### src/rtl/pipeline_ctrl_if.sv
// pipeline_ctrl_if
// Bundles the hazard-status inputs and the stall/flush control outputs
// exchanged between the five-stage datapath and the pipeline controller.
//
// Signals (datapath -> controller):
//   id_ex_memread, id_ex_register_rd        load in EX and its destination
//   if_id_register_rs1, if_id_register_rs2  source registers of the ID instruction
//   ex_branch_taken                         branch/jump in EX resolved taken
//   ex_mem_memread, ex_mem_memwrite         load/store occupying MEM
//   dmem_ready                              data memory finishes the MEM access
// Signals (controller -> datapath):
//   pc_write, if_id_write, ex_mem_write, mem_wb_write   register enables
//   if_id_flush, id_ex_flush                            bubble insertion
//   mem_wb_bubble                                       writeback squash
//   dmem_timeout                                        sticky memory error
//   stall_count                                         saturating stall counter
//
// Modports: master = datapath side, slave = controller side.
interface pipeline_ctrl_if #(
  parameter int CNT_W = 16
);
  logic             id_ex_memread;
  logic [4:0]       id_ex_register_rd;
  logic [4:0]       if_id_register_rs1;
  logic [4:0]       if_id_register_rs2;
  logic             ex_branch_taken;
  logic             ex_mem_memread;
  logic             ex_mem_memwrite;
  logic             dmem_ready;

  logic             pc_write;
  logic             if_id_write;
  logic             if_id_flush;
  logic             id_ex_flush;
  logic             ex_mem_write;
  logic             mem_wb_write;
  logic             mem_wb_bubble;
  logic             dmem_timeout;
  logic [CNT_W-1:0] stall_count;

  modport master (
    output id_ex_memread, id_ex_register_rd, if_id_register_rs1,
           if_id_register_rs2, ex_branch_taken, ex_mem_memread,
           ex_mem_memwrite, dmem_ready,
    input  pc_write, if_id_write, if_id_flush, id_ex_flush, ex_mem_write,
           mem_wb_write, mem_wb_bubble, dmem_timeout, stall_count
  );

  modport slave (
    input  id_ex_memread, id_ex_register_rd, if_id_register_rs1,
           if_id_register_rs2, ex_branch_taken, ex_mem_memread,
           ex_mem_memwrite, dmem_ready,
    output pc_write, if_id_write, if_id_flush, id_ex_flush, ex_mem_write,
           mem_wb_write, mem_wb_bubble, dmem_timeout, stall_count
  );
endinterface

### src/rtl/pipeline_ctrl.sv
// pipeline_ctrl
// Stall/flush sequencer for the five-stage RISC-V pipeline. Resolves
// load-use hazards, taken-branch flushes and multi-cycle data-memory
// accesses, and latches a sticky error if data memory never answers.
//
// Parameters:
//   MEM_TIMEOUT  not-ready MEM_WAIT cycles tolerated before ERROR (>= 1)
//   CNT_W        width of the saturating stall counter
// Ports:
//   clk   rising-edge clock
//   rst   asynchronous active-high reset
//   bus   pipeline_ctrl_if.slave: hazard inputs in, enables/flushes,
//         dmem_timeout and stall_count out
module pipeline_ctrl #(
  parameter int MEM_TIMEOUT = 15,
  parameter int CNT_W       = 16
) (
  input logic            clk,
  input logic            rst,
  pipeline_ctrl_if.slave bus
);

  localparam int                WAIT_W    = $clog2(MEM_TIMEOUT + 1);
  localparam logic [WAIT_W-1:0] WAIT_LAST = WAIT_W'(MEM_TIMEOUT - 1);
  localparam logic [CNT_W-1:0]  CNT_MAX   = {CNT_W{1'b1}};

  typedef enum logic [1:0] {
    RUN,
    MEM_WAIT,
    ERROR
  } state_t;

  state_t            state;
  logic [WAIT_W-1:0] wait_cnt;
  logic              timeout_q;
  logic [CNT_W-1:0]  stall_cnt;

  logic mem_busy;
  logic load_use;

  logic pc_write;
  logic if_id_write;
  logic if_id_flush;
  logic id_ex_flush;
  logic ex_mem_write;
  logic mem_wb_write;
  logic mem_wb_bubble;

  assign mem_busy = (bus.ex_mem_memread | bus.ex_mem_memwrite) & ~bus.dmem_ready;

  // rd==x0 never creates a dependency, since x0 is hardwired to zero
  assign load_use = bus.id_ex_memread
                  & (bus.id_ex_register_rd != 5'd0)
                  & ((bus.id_ex_register_rd == bus.if_id_register_rs1)
                   | (bus.id_ex_register_rd == bus.if_id_register_rs2));

  // Priority chain: reset, ERROR, memory freeze, branch, load-use.
  // A freeze holds every younger stage in place, so a pending branch or
  // load-use is simply re-evaluated on the release cycle.
  always_comb begin
    pc_write      = 1'b1;
    if_id_write   = 1'b1;
    if_id_flush   = 1'b0;
    id_ex_flush   = 1'b0;
    ex_mem_write  = 1'b1;
    mem_wb_write  = 1'b1;
    mem_wb_bubble = 1'b0;
    if (rst) begin
      pc_write      = 1'b0;
      if_id_write   = 1'b0;
      if_id_flush   = 1'b1;
      id_ex_flush   = 1'b1;
      ex_mem_write  = 1'b0;
      mem_wb_write  = 1'b0;
      mem_wb_bubble = 1'b1;
    end else if (state == ERROR) begin
      pc_write      = 1'b0;
      if_id_write   = 1'b0;
      ex_mem_write  = 1'b0;
      mem_wb_write  = 1'b0;
      mem_wb_bubble = 1'b1;
    end else if (mem_busy) begin
      pc_write      = 1'b0;
      if_id_write   = 1'b0;
      ex_mem_write  = 1'b0;
      mem_wb_bubble = 1'b1;
    end else if (bus.ex_branch_taken) begin
      if_id_flush   = 1'b1;
      id_ex_flush   = 1'b1;
    end else if (load_use) begin
      pc_write      = 1'b0;
      if_id_write   = 1'b0;
      id_ex_flush   = 1'b1;
    end
  end

  // State, wait counter, sticky timeout and stall statistics.
  // A ready response in MEM_WAIT takes precedence over the timeout check.
  always_ff @(posedge clk or posedge rst) begin
    if (rst) begin
      state     <= RUN;
      wait_cnt  <= '0;
      timeout_q <= 1'b0;
      stall_cnt <= '0;
    end else begin
      if (!pc_write && (stall_cnt != CNT_MAX)) begin
        stall_cnt <= stall_cnt + CNT_W'(1);
      end
      case (state)
        RUN: begin
          if (mem_busy) begin
            state    <= MEM_WAIT;
            wait_cnt <= '0;
          end
        end
        MEM_WAIT: begin
          if (bus.dmem_ready) begin
            state <= RUN;
          end else if (wait_cnt == WAIT_LAST) begin
            state     <= ERROR;
            timeout_q <= 1'b1;
          end else begin
            wait_cnt <= wait_cnt + WAIT_W'(1);
          end
        end
        ERROR: begin
          timeout_q <= 1'b1;
        end
        default: begin
          state <= RUN;
        end
      endcase
    end
  end

  assign bus.pc_write      = pc_write;
  assign bus.if_id_write   = if_id_write;
  assign bus.if_id_flush   = if_id_flush;
  assign bus.id_ex_flush   = id_ex_flush;
  assign bus.ex_mem_write  = ex_mem_write;
  assign bus.mem_wb_write  = mem_wb_write;
  assign bus.mem_wb_bubble = mem_wb_bubble;
  assign bus.dmem_timeout  = timeout_q;
  assign bus.stall_count   = stall_cnt;

endmodule

### src/flat_wrapper.sv
// flat-port wrapper written by rule: the top's interface ports become plain ports
module pipeline_ctrl_flat 
#(
  parameter int MEM_TIMEOUT = 15,
  parameter int CNT_W       = 16
)
  (clk, rst, bus_id_ex_memread, bus_id_ex_register_rd, bus_if_id_register_rs1, bus_if_id_register_rs2, bus_ex_branch_taken, bus_ex_mem_memread, bus_ex_mem_memwrite, bus_dmem_ready, bus_pc_write, bus_if_id_write, bus_if_id_flush, bus_id_ex_flush, bus_ex_mem_write, bus_mem_wb_write, bus_mem_wb_bubble, bus_dmem_timeout, bus_stall_count);
  pipeline_ctrl_if #(.CNT_W(CNT_W)) bus_i ();
  input logic clk;
  input logic rst;
  input wire logic [$bits(bus_i.id_ex_memread)-1:0] bus_id_ex_memread;
  input wire logic [$bits(bus_i.id_ex_register_rd)-1:0] bus_id_ex_register_rd;
  input wire logic [$bits(bus_i.if_id_register_rs1)-1:0] bus_if_id_register_rs1;
  input wire logic [$bits(bus_i.if_id_register_rs2)-1:0] bus_if_id_register_rs2;
  input wire logic [$bits(bus_i.ex_branch_taken)-1:0] bus_ex_branch_taken;
  input wire logic [$bits(bus_i.ex_mem_memread)-1:0] bus_ex_mem_memread;
  input wire logic [$bits(bus_i.ex_mem_memwrite)-1:0] bus_ex_mem_memwrite;
  input wire logic [$bits(bus_i.dmem_ready)-1:0] bus_dmem_ready;
  output wire logic [$bits(bus_i.pc_write)-1:0] bus_pc_write;
  output wire logic [$bits(bus_i.if_id_write)-1:0] bus_if_id_write;
  output wire logic [$bits(bus_i.if_id_flush)-1:0] bus_if_id_flush;
  output wire logic [$bits(bus_i.id_ex_flush)-1:0] bus_id_ex_flush;
  output wire logic [$bits(bus_i.ex_mem_write)-1:0] bus_ex_mem_write;
  output wire logic [$bits(bus_i.mem_wb_write)-1:0] bus_mem_wb_write;
  output wire logic [$bits(bus_i.mem_wb_bubble)-1:0] bus_mem_wb_bubble;
  output wire logic [$bits(bus_i.dmem_timeout)-1:0] bus_dmem_timeout;
  output wire logic [$bits(bus_i.stall_count)-1:0] bus_stall_count;
  assign bus_i.id_ex_memread = bus_id_ex_memread;
  assign bus_i.id_ex_register_rd = bus_id_ex_register_rd;
  assign bus_i.if_id_register_rs1 = bus_if_id_register_rs1;
  assign bus_i.if_id_register_rs2 = bus_if_id_register_rs2;
  assign bus_i.ex_branch_taken = bus_ex_branch_taken;
  assign bus_i.ex_mem_memread = bus_ex_mem_memread;
  assign bus_i.ex_mem_memwrite = bus_ex_mem_memwrite;
  assign bus_i.dmem_ready = bus_dmem_ready;
  assign bus_pc_write = bus_i.pc_write;
  assign bus_if_id_write = bus_i.if_id_write;
  assign bus_if_id_flush = bus_i.if_id_flush;
  assign bus_id_ex_flush = bus_i.id_ex_flush;
  assign bus_ex_mem_write = bus_i.ex_mem_write;
  assign bus_mem_wb_write = bus_i.mem_wb_write;
  assign bus_mem_wb_bubble = bus_i.mem_wb_bubble;
  assign bus_dmem_timeout = bus_i.dmem_timeout;
  assign bus_stall_count = bus_i.stall_count;
  pipeline_ctrl #(.MEM_TIMEOUT(MEM_TIMEOUT), .CNT_W(CNT_W)) u_core (.clk(clk), .rst(rst), .bus(bus_i));
endmodule
### config.mk
export PLATFORM = sky130hd
export DESIGN_NAME = pipeline_ctrl_flat
export DESIGN_NICKNAME = d
export VERILOG_FILES = /design/src/rtl/pipeline_ctrl_if.sv /design/src/rtl/pipeline_ctrl.sv /design/src/flat_wrapper.sv
export SDC_FILE = /design/constraint.sdc
export NUM_CORES = 1
export LEC_CHECK = 0
export ABC_AREA = 1
export CAP_MARGIN = 20
export CORE_MARGIN = 1
export CORE_UTILIZATION = 50
export CTS_BUF_LIST = sky130_fd_sc_hd__clkbuf_2
export CTS_CLUSTER_DIAMETER = 120
export DETAILED_ROUTE_END_ITERATION = 6
export HOLD_SLACK_MARGIN = 0.02
export PLACE_DENSITY = 0.86
export RECOVER_POWER = 100
export SLEW_MARGIN = 20
export SYNTH_ARGS = -nofsm -noshare
export SYNTH_HDL_FRONTEND = slang
export SYNTH_SLANG_ARGS = --single-unit
### constraint.sdc
create_clock -name clk -period 2.1 [get_ports clk]
set_input_delay 0.315 -clock clk [delete_from_list [all_inputs] [get_ports clk]]
set_output_delay 0.315 -clock clk [all_outputs]
set_load 0.005 [all_outputs]
==> results of run 1 <==
## sequential cells by signal, summed over array words and instances (netlist names)
signal                   count
u_core.bus.dmem_timeout      1
u_core.bus.stall_count      16
u_core.state                 2
u_core.wait_cnt              4
## per-stage QoR
stage,hold WS (ns),area (um^2)
after floorplan,0.323,1640
after global placement,0.458,2170
after detailed placement,0.467,2170
after CTS,0.467,2220
after global routing,0.475,2210
final,0.469,2210
## worst min-delay path by stage
stage | start | endpoint | slack [ns] | cells past startpoint
6_report | bus_dmem_ready | u_core.state[1]$_DFFE_PP0P_ | 0.47 | 5
2_1_floorplan | rst | u_core.bus.dmem_timeout$_DFFE_PP0P_ | 0.32 | 1
3_3_place_gp | u_core.bus.dmem_timeout$_DFFE_PP0P_ | u_core.bus.dmem_timeout$_DFFE_PP0P_ | 0.46 | 1
3_5_place_dp | u_core.bus.dmem_timeout$_DFFE_PP0P_ | u_core.bus.dmem_timeout$_DFFE_PP0P_ | 0.47 | 1
5_1_grt | bus_dmem_ready | u_core.state[1]$_DFFE_PP0P_ | 0.48 | 5
4_1_cts | rst | u_core.bus.stall_count[13]$_DFFE_PP0P_ | 0.47 | 3
## where the power goes
part           switching, mW  leakage, nW  internal [mW]
Clock                  0.127       0.0166         0.0504
Combinational          0.207        0.870          0.207
Sequential            0.0755        0.309          0.504
## area by class of cell
class / count / area [um^2]
Sequential cell: 23 / 577
Clock buffer: 4 / 20.0
Multi-Input combinational cell: 165 / 892
Inverter: 39 / 146
Tap cell: 44 / 55.1
Fill cell: 266 / 863
Timing Repair Buffer: 57 / 524
## kinds of logic after synthesis
logic type | share of synthesized area [%]
and+or+nand+nor | 39.2
buffers and inverters | 10.8
DFF | 35.1
xor gates and xnor gates | 8.55
AOI/OAI and AO/OA | 3.97
adders and majority gates | 2.29
## layout by cell type, fill, tap and decap left out, drive strengths merged
| cell | count |
|---|---|
| and3 | 1 |
| nor3 | 12 |
| xor2 | 11 |
| o31ai | 1 |
| clkdlybuf4s15 | 1 |
| nand3 | 28 |
| nand4 | 4 |
| xnor2 | 5 |
| dlygate4sd3 | 18 |
| dlymetal6s2s | 4 |
| dfrtp | 23 |
| clkbuf | 8 |
| a21oi | 3 |
| buf | 8 |
| o21ai | 5 |
| nand3b | 2 |
| dlygate4sd2 | 9 |
| ha | 3 |
| clkinv | 1 |
| or2 | 1 |
| nand2 | 70 |
| nor2 | 18 |
| inv | 38 |
| clkdlybuf4s50 | 13 |
| a31o | 1 |
## what timing repair did
action	in CTS	in global routing
gates resized for setup	16	6
endpoints found under the setup margin	6	3
setup buffers	3	1
pin swaps	1	6
## per-layer routing
metal	vias up	part of all wire, %	GRT usage (%)
met5	-	0	0
met4	0	1.1	9.18
met3	4	4.7	4.15
met2	51	48	39.8
met1	764	46	29.6
li1	840	-	-
## worst max-delay path: cells and delay by family
family | cells | cell delay [ns]
buffers and inverters | 4 | 0.82
and+or+nand+nor | 7 | 0.55
## Yosys cell counts
cell	number
nor2_2	3
xor2_1	11
xnor2_1	5
nand3b_1	2
clkinv_1	1
nand4_1	3
ha_1	3
buf_2	1
nand2_1	68
nand3_1	27
inv_2	5
nand3_2	1
nor3_2	2
and3_1	1
o21ai_2	1
buf_6	1
dfrtp_1	23
inv_1	33
nand4_4	1
nor2_4	1
buf_4	2
or2_2	1
a31o_2	1
o21ai_0	4
nand2_4	2
o31ai_2	1
nor3_1	10
a21oi_1	3
nor2_1	14
==> results.toml, run 1 <==
[global_route]
grt_use_total_pct = 23.5
grt_pass1_wl_mm = 6.33
grt-ovfl-total = 0
antenna_found_initial = 0
grt_max_degree = 24
grt_pass1_vias = 1546

[routing]
routedWlPerCell_um = 11.7
drc = 0
viasPerCell = 5.00
final_antenna_net_count = 0
num_vias = 1659
dr.pass1.iters = 4
wl_mm = 3.90
drt-initial-drc-count = 76

[yosys]
synth_top_cell_by_area = "dfrtp_1"
synth_fp_nets = 256
netlist.area_leader.share_pct = 35.1
yosys_warnings = 0
synth.cell_area_mm2 = 0.00164
synth-seq-cells = 23
synth.area.top_cells = "dfrtp_1 35%, nand2_1 16%, nand3_1 8.2%, inv_1 7.6%, xor2_1 5.9%"
synth_area_per_cell_um2 = 7.10
synthCells = 231
yosysSeqAreaShare_pct = 35.1
synthDistinctLibCells = 29

[power_and_ir_drop]
irDropWorstVdd_v = 0.000340
power.total_mw = 1.17
power_density_mw_per_mm2 = 529
p_leak_nw = 1.20

[setup_path]
worstSetupStartpointType = "input port"
r2r_end = "u_core.bus.stall_count[15]$_DFFE_PP0P_"
crit_start = "bus_if_id_register_rs1[4]"
r2r-start = "u_core.bus.stall_count[0]$_DFFE_PP0P_"
slowest_delay_ns = 0.48
path_class = "in -> out"
cp.arrival_ns = 1.69
reg2reg_slack_ns = 0.24
crit_path_end = "bus_pc_write"
critical_path_required_ns = 1.78
crit_fanout = 2
critical_path.endpoint_type = "output port"
crit_chain = "clkdlybuf4s50_1 -> inv_1 -> nand2_1 -> nand2_1 -> nor2_1 -> nand3_1 -> nand2_2 -> nand3_2 -> nand2_4 -> inv_1 -> dlygate4sd2_1"
cp_slowest_cell = "clkdlybuf4s50_1"
r2r_cells = 7

[clocking]
ctsHoldBuffers = 0
cts_buffer_depth = 2
ctsRootBufferMaster = "clkbuf_2"
htreeDepth = 1
clock_latency_ns = 0.32
numCtsBuffers = 3
clock_sinks = 23
cts_tree = "yes"
clk_pin_slew_ns = 0.20

[sta]
grt_setup_unrepaired = "false"
fin_skew_ns = 0.0160
hold_violations = 0
setup_viol = 0
final.setup.tns_ns = 0
worst_slew_pin_slew_ns = 1.23
finalCriticalPeriod_ns = 2.01
maxSlewHeadroom_pct = 18.2
fin_ws_ns = 0.0936
drv_slew = 0
finalCritPeriodShare_pct = 95.5
fmaxAchievable_mhz = 498

[floorplanning]
initial_core_util_pct = 53.3
die_area_mm2 = 0.00351
die_w_um = 59.3
pin_count = 46
fp.dieH_um = 59.3
rows = 20
core_mm2 = 0.00308

[cells_and_area]
layout.cells.non_filler = 332
utilization_pct = 72.0
num-nets-final = 314
area_growth_pct = 35.1
diodes = 0
drive_above_1_share_pct = 11.8

[placed_design]
pre_cts_ws_ns = -0.186
port_buffers = 45
place_congestion = 0.867
dp_hpwl_mm = 2.82
place_inst = 324

[hold_path]
hp-class = "in -> reg"

[run_status]
status = "finished clean"

[flow_run]
maxCapViolations = 0
Power figures use the tool's default switching activity.
==> run 2: changes to the inputs <==
--- a/config.mk
+++ b/config.mk
@@ -13,7 +13,7 @@
 export CTS_CLUSTER_DIAMETER = 120
 export DETAILED_ROUTE_END_ITERATION = 6
 export HOLD_SLACK_MARGIN = 0.02
-export PLACE_DENSITY = 0.86
+export PLACE_DENSITY = 0.83
 export RECOVER_POWER = 100
 export SLEW_MARGIN = 20
 export SYNTH_ARGS = -nofsm -noshare
==> results.toml, run 2 (synthesized netlist as in run 1, its figures left out) <==
[clocking]
htreeDepth = 1
numCtsBuffers = 3
clock_sinks = 23
clk_pin_slew_ns = 0.19
ctsRootBufferMaster = "clkbuf_2"
clock_latency_ns = 0.34
cts_tree = "yes"
cts_buffer_depth = 2

[setup_path]
critical_path.endpoint_type = "output port"
worstSetupStartpointType = "input port"
path_class = "in -> out"
cp.arrival_ns = 1.68
r2r_end = "u_core.bus.stall_count[9]$_DFFE_PP0P_"
critical_path_required_ns = 1.78
crit_start = "bus_ex_mem_memread"
reg2reg_slack_ns = 0.17
r2r-start = "u_core.bus.stall_count[0]$_DFFE_PP0P_"
crit_path_end = "bus_pc_write"
r2r_cells = 7
crit_fanout = 2

[run_status]
status = "finished clean"

[power_and_ir_drop]
power_density_mw_per_mm2 = 528
pwr-share-comb_pct = 34.6
sequentialPowerShare_pct = 49.8
irDropWorstVdd_v = 0.000540
p_leak_nw = 1.23
p_clk_share_pct = 15.5
netSwitchingPower_mw = 0.415
p_sw_share_pct = 35.4
internal_power_mw = 0.759
power.total_mw = 1.17

[floorplanning]
fp.dieH_um = 59.3
rows = 20
initial_core_util_pct = 53.3
die_w_um = 59.3
die_area_mm2 = 0.00351
pin_count = 46
core_mm2 = 0.00308

[sta]
fin_ws_ns = 0.106
worst_slew_pin_slew_ns = 1.18
finalCriticalPeriod_ns = 1.99
drv_slew = 0
hold_violations = 0
finalCritPeriodShare_pct = 95.0
maxSlewHeadroom_pct = 21.2
setup_viol = 0
fin_skew_ns = 0.0234
grt_setup_unrepaired = "true"
fmaxAchievable_mhz = 502

[cells_and_area]
diodes = 0
final_cell_mix = "67 x nand2_1, 33 x inv_1, 27 x nand3_1, 22 x dfrtp_1, 18 x dlygate4sd3_1"
utilization_pct = 72.3
area_growth_pct = 35.7
num-nets-final = 313
nFillCells = 261
largest_reg_flops = 16
drive_above_1_share_pct = 12.9
mostFrequentLayoutCell = "nand2_1"

[routing]
dr.pass1.iters = 4
wl_mm = 3.77
drc = 0
routedWlPerCell_um = 11.4
num_vias = 1641
viasPerCell = 4.96
drt-initial-drc-count = 105
final_antenna_net_count = 0

[placed_design]
port_buffers = 45
pre_cts_ws_ns = -0.192
dp_hpwl_mm = 2.78
place_congestion = 0.888

[hold_path]
hp-class = "reg -> reg"

[global_route]
grt_max_degree = 24
grt_use_total_pct = 22.9
grt_pass1_vias = 1506
antenna_found_initial = 0
grt_pass1_wl_mm = 6.21
grt-ovfl-total = 0

[flow_run]
maxCapViolations = 0
## run 2: layer usage
metal  track usage [%]  up-vias  wire [um]
met5                 0        -          0
met4              8.16        0         53
met3              3.28        7        220
met2              36.1       47       1750
met1              31.9      750       1740
li1                  -      837          -
## run 2: what timing repair did
action                                  4_1_cts  5_1_grt
endpoints found under the hold margin         0        0
buffers inserted                              3        0
hold buffers                                  0        0
resized for setup                            17       10
endpoints found under the setup margin        6        2
pin swaps                                     4        8
gates cloned                                  0        0
## run 2: power groups by stage
stage	Sequential (mW)	Combinational (mW)	Clock, mW
after global placement	0.590	0.416	0
after detailed placement	0.593	0.425	0
after global routing	0.594	0.461	0.197
final	0.585	0.407	0.183
after floorplan	0.579	0.226	0
after CTS	0.585	0.430	0.185
## run 2: how the worst min path moves through the flow
stage | from | end | slack [ns] | cells after the start
2_1_floorplan | rst | u_core.bus.dmem_timeout$_DFFE_PP0P_ | 0.32 | 1
3_3_place_gp | u_core.bus.dmem_timeout$_DFFE_PP0P_ | u_core.bus.dmem_timeout$_DFFE_PP0P_ | 0.45 | 1
3_5_place_dp | u_core.bus.dmem_timeout$_DFFE_PP0P_ | u_core.bus.dmem_timeout$_DFFE_PP0P_ | 0.47 | 1
4_1_cts | rst | u_core.bus.stall_count[13]$_DFFE_PP0P_ | 0.47 | 3
5_1_grt | u_core.bus.dmem_timeout$_DFFE_PP0P_ | u_core.bus.dmem_timeout$_DFFE_PP0P_ | 0.54 | 1
6_report | u_core.bus.dmem_timeout$_DFFE_PP0P_ | u_core.bus.dmem_timeout$_DFFE_PP0P_ | 0.49 | 1
## run 2: worst max-delay path, cell delays in order
cell	delay (ns)
clkdlybuf4s50_1	0.43
o21ai_2	0.18
inv_2	0.06
nor2_4	0.09
inv_2	0.06
nor2_4	0.10
buf_4	0.12
nand2_4	0.05
inv_1	0.05
dlygate4sd2_1	0.23
## run 2: stage by stage
step           hold slack [ns]   TNS, ns  instance area [um^2]  cells
2_1_floorplan            0.323         0                  1640    231
4_1_cts                  0.466         0                  2220    331
6_report                 0.493         0                  2220    331
3_3_place_gp             0.452    -0.657                  2170    324
5_1_grt                  0.539  -0.00644                  2220    331
3_5_place_dp             0.468    -0.818                  2170    324
## run 2: cell type report
cell class	count	area [um^2]	share of cell area (%)
Sequential cell	23	577	25.9
Inverter	39	146	6.58
Tap cell	44	55.1	2.47
Clock buffer	4	20.0	0.900
Timing Repair Buffer	56	524	23.6
Multi-Input combinational cell	165	902	40.6
==> run 3: changes to the inputs <==
--- a/config.mk
+++ b/config.mk
@@ -6,14 +6,16 @@
 export NUM_CORES = 1
 export LEC_CHECK = 0
 export ABC_AREA = 1
+export ABC_CLOCK_PERIOD_IN_PS = 2100
 export CAP_MARGIN = 20
 export CORE_MARGIN = 1
-export CORE_UTILIZATION = 50
+export CORE_UTILIZATION = 55
 export CTS_BUF_LIST = sky130_fd_sc_hd__clkbuf_2
 export CTS_CLUSTER_DIAMETER = 120
 export DETAILED_ROUTE_END_ITERATION = 6
+export DONT_BUFFER_PORTS = 1
 export HOLD_SLACK_MARGIN = 0.02
-export PLACE_DENSITY = 0.83
+export PLACE_DENSITY = 0.7
 export RECOVER_POWER = 100
 export SLEW_MARGIN = 20
 export SYNTH_ARGS = -nofsm -noshare
==> results.toml, run 3 (synthesized netlist as in run 1, its figures left out) <==
[power_and_ir_drop]
pwr-share-comb_pct = 24.9
p_clk_share_pct = 17.9
p_leak_nw = 0.891
netSwitchingPower_mw = 0.381
sequentialPowerShare_pct = 57.2
p_sw_share_pct = 36.9
irDropWorstVdd_v = 0.000618
internal_power_mw = 0.650
power_density_mw_per_mm2 = 618

[routing]
final_antenna_net_count = 0
viasPerCell = 5.27
num_vias = 1391
dr.pass1.iters = 4
wl_mm = 3.18
drt-initial-drc-count = 31
drc = 0
routedWlPerCell_um = 12.0

[cells_and_area]
largest_reg_flops = 16
diodes = 0
area_growth_pct = 1.76
mostFrequentLayoutCell = "nand2_1"
drive_above_1_share_pct = 9.01
num-nets-final = 259
final_cell_mix = "68 x nand2_1, 33 x inv_1, 27 x nand3_1, 23 x dfrtp_1, 15 x nor2_1"
layout.cells.non_filler = 264
nFillCells = 273

[clocking]
ctsRootBufferMaster = "clkbuf_2"
cts_buffer_depth = 2
clk_pin_slew_ns = 0.23
clock_latency_ns = 0.36
clock_sinks = 23
cts_resized = 0
numCtsBuffers = 3
htreeDepth = 1
cts_tree = "yes"

[floorplanning]
pin_count = 46
rows = 19
die_w_um = 56.6
fp.dieH_um = 56.6
initial_core_util_pct = 58.9
core_mm2 = 0.00278
die_area_mm2 = 0.00320

[hold_path]
holdPathStages = 3
hp-class = "in -> reg"

[global_route]
grt_use_total_pct = 22.3
grt-ovfl-total = 0
grt_max_degree = 24
antenna_found_initial = 0
grt_pass1_wl_mm = 5.63
grt_pass1_vias = 1353

[placed_design]
port_buffers = 0
dp_hpwl_mm = 2.48
pre_cts_ws_ns = 0.396
place_inst = 259
place_congestion = 0.915

[setup_path]
cp.arrival_ns = 1.66
critical_path_required_ns = 1.78
r2r_cells = 7
worstSetupStartpointType = "flop"
path_class = "reg -> out"
crit_fanout = 5
critical_path.endpoint_type = "output port"

[sta]
finalCriticalPeriod_ns = 1.97
hold_violations = 0
final.setup.tns_ns = 0
fin_ws_ns = 0.129
worst_slew_pin_slew_ns = 1.18
drv_slew = 0
grt_setup_unrepaired = "false"
maxSlewHeadroom_pct = 21.2
fmaxAchievable_mhz = 507
fin_skew_ns = 0.0234
finalCritPeriodShare_pct = 93.8
setup_viol = 0

[run_status]
status = "finished clean"

[flow_run]
maxCapViolations = 0
## run 3: power by group through the flow
stage / combinational (mW) / sequential [mW] / clock (mW)
3_5_place_dp: 0.260 / 0.600 / 0
2_1_floorplan: 0.226 / 0.579 / 0
5_1_grt: 0.311 / 0.604 / 0.204
3_3_place_gp: 0.253 / 0.596 / 0
4_1_cts: 0.263 / 0.591 / 0.190
6_report: 0.257 / 0.589 / 0.185
## run 3: final timing paths
| path | slack (ns) | end | startpoint |
|---|---|---|---|
| hold / removal | 0.16 | u_core.state[1]$_DFFE_PP0P_ | bus_dmem_ready |
| min in group asynchronous | 0.75 | u_core.bus.dmem_timeout$_DFFE_PP0P_ | rst |
| hold reg to reg | 0.54 | u_core.bus.dmem_timeout$_DFFE_PP0P_ | u_core.bus.dmem_timeout$_DFFE_PP0P_ |
| setup reg to reg | 0.25 | u_core.bus.stall_count[4]$_DFFE_PP0P_ | u_core.bus.stall_count[0]$_DFFE_PP0P_ |
| max in group asynchronous | 0.64 | u_core.bus.stall_count[2]$_DFFE_PP0P_ | rst |
| setup / recovery | 0.13 | bus_id_ex_flush | u_core.state[1]$_DFFE_PP0P_ |
## run 3: what timing repair did
| item | 4_1_cts | 5_1_grt |
|---|---|---|
| setup buffers | 0 | 0 |
| endpoints found under the hold margin | 23 | 0 |
| hold buffers | 1 | 0 |
## run 3: metal layers
layer / up-vias / track usage [%] / routed length [um]
met4: 0 / 9.41 / 57
met3: 7 / 6.91 / 208
met1: 623 / 28.8 / 1470
li1: 724 / - / -
met2: 37 / 34.5 / 1440
met5: - / 0 / 0
## run 3: cell type report
class | instances | area [um^2] | share of cell area (%)
Timing Repair Buffer | 2 | 13.8 | 0.825
Sequential cell | 23 | 576 | 34.5
Clock buffer | 3 | 15.0 | 0.900
Tap cell | 31 | 38.8 | 2.33
Multi-Input combinational cell | 165 | 873 | 52.4
Clock inverter | 1 | 5.00 | 0.300
Inverter | 39 | 146 | 8.78
## run 3: critical path: stages, from the launching register on
cell and delay, ns:
dfrtp_1 0.48, inv_1 0.07, nor2_1 0.06, nor2_2 0.15
inv_2 0.06, o21ai_0 0.29, a31o_2 0.18
## run 3: through the flow
step | area (um^2) | util, % | hold slack (ns) | power, mW
finish | 1670 | 60.0 | 0.161 | 1.03
global route | 1670 | 60.0 | 0.183 | 1.12
CTS | 1680 | 60.5 | 0.153 | 1.04
detailed placement | 1650 | 59.5 | 0.290 | 0.861
global placement | 1650 | 59.5 | 0.281 | 0.849
floorplan | 1640 | - | 0.323 | 0.805
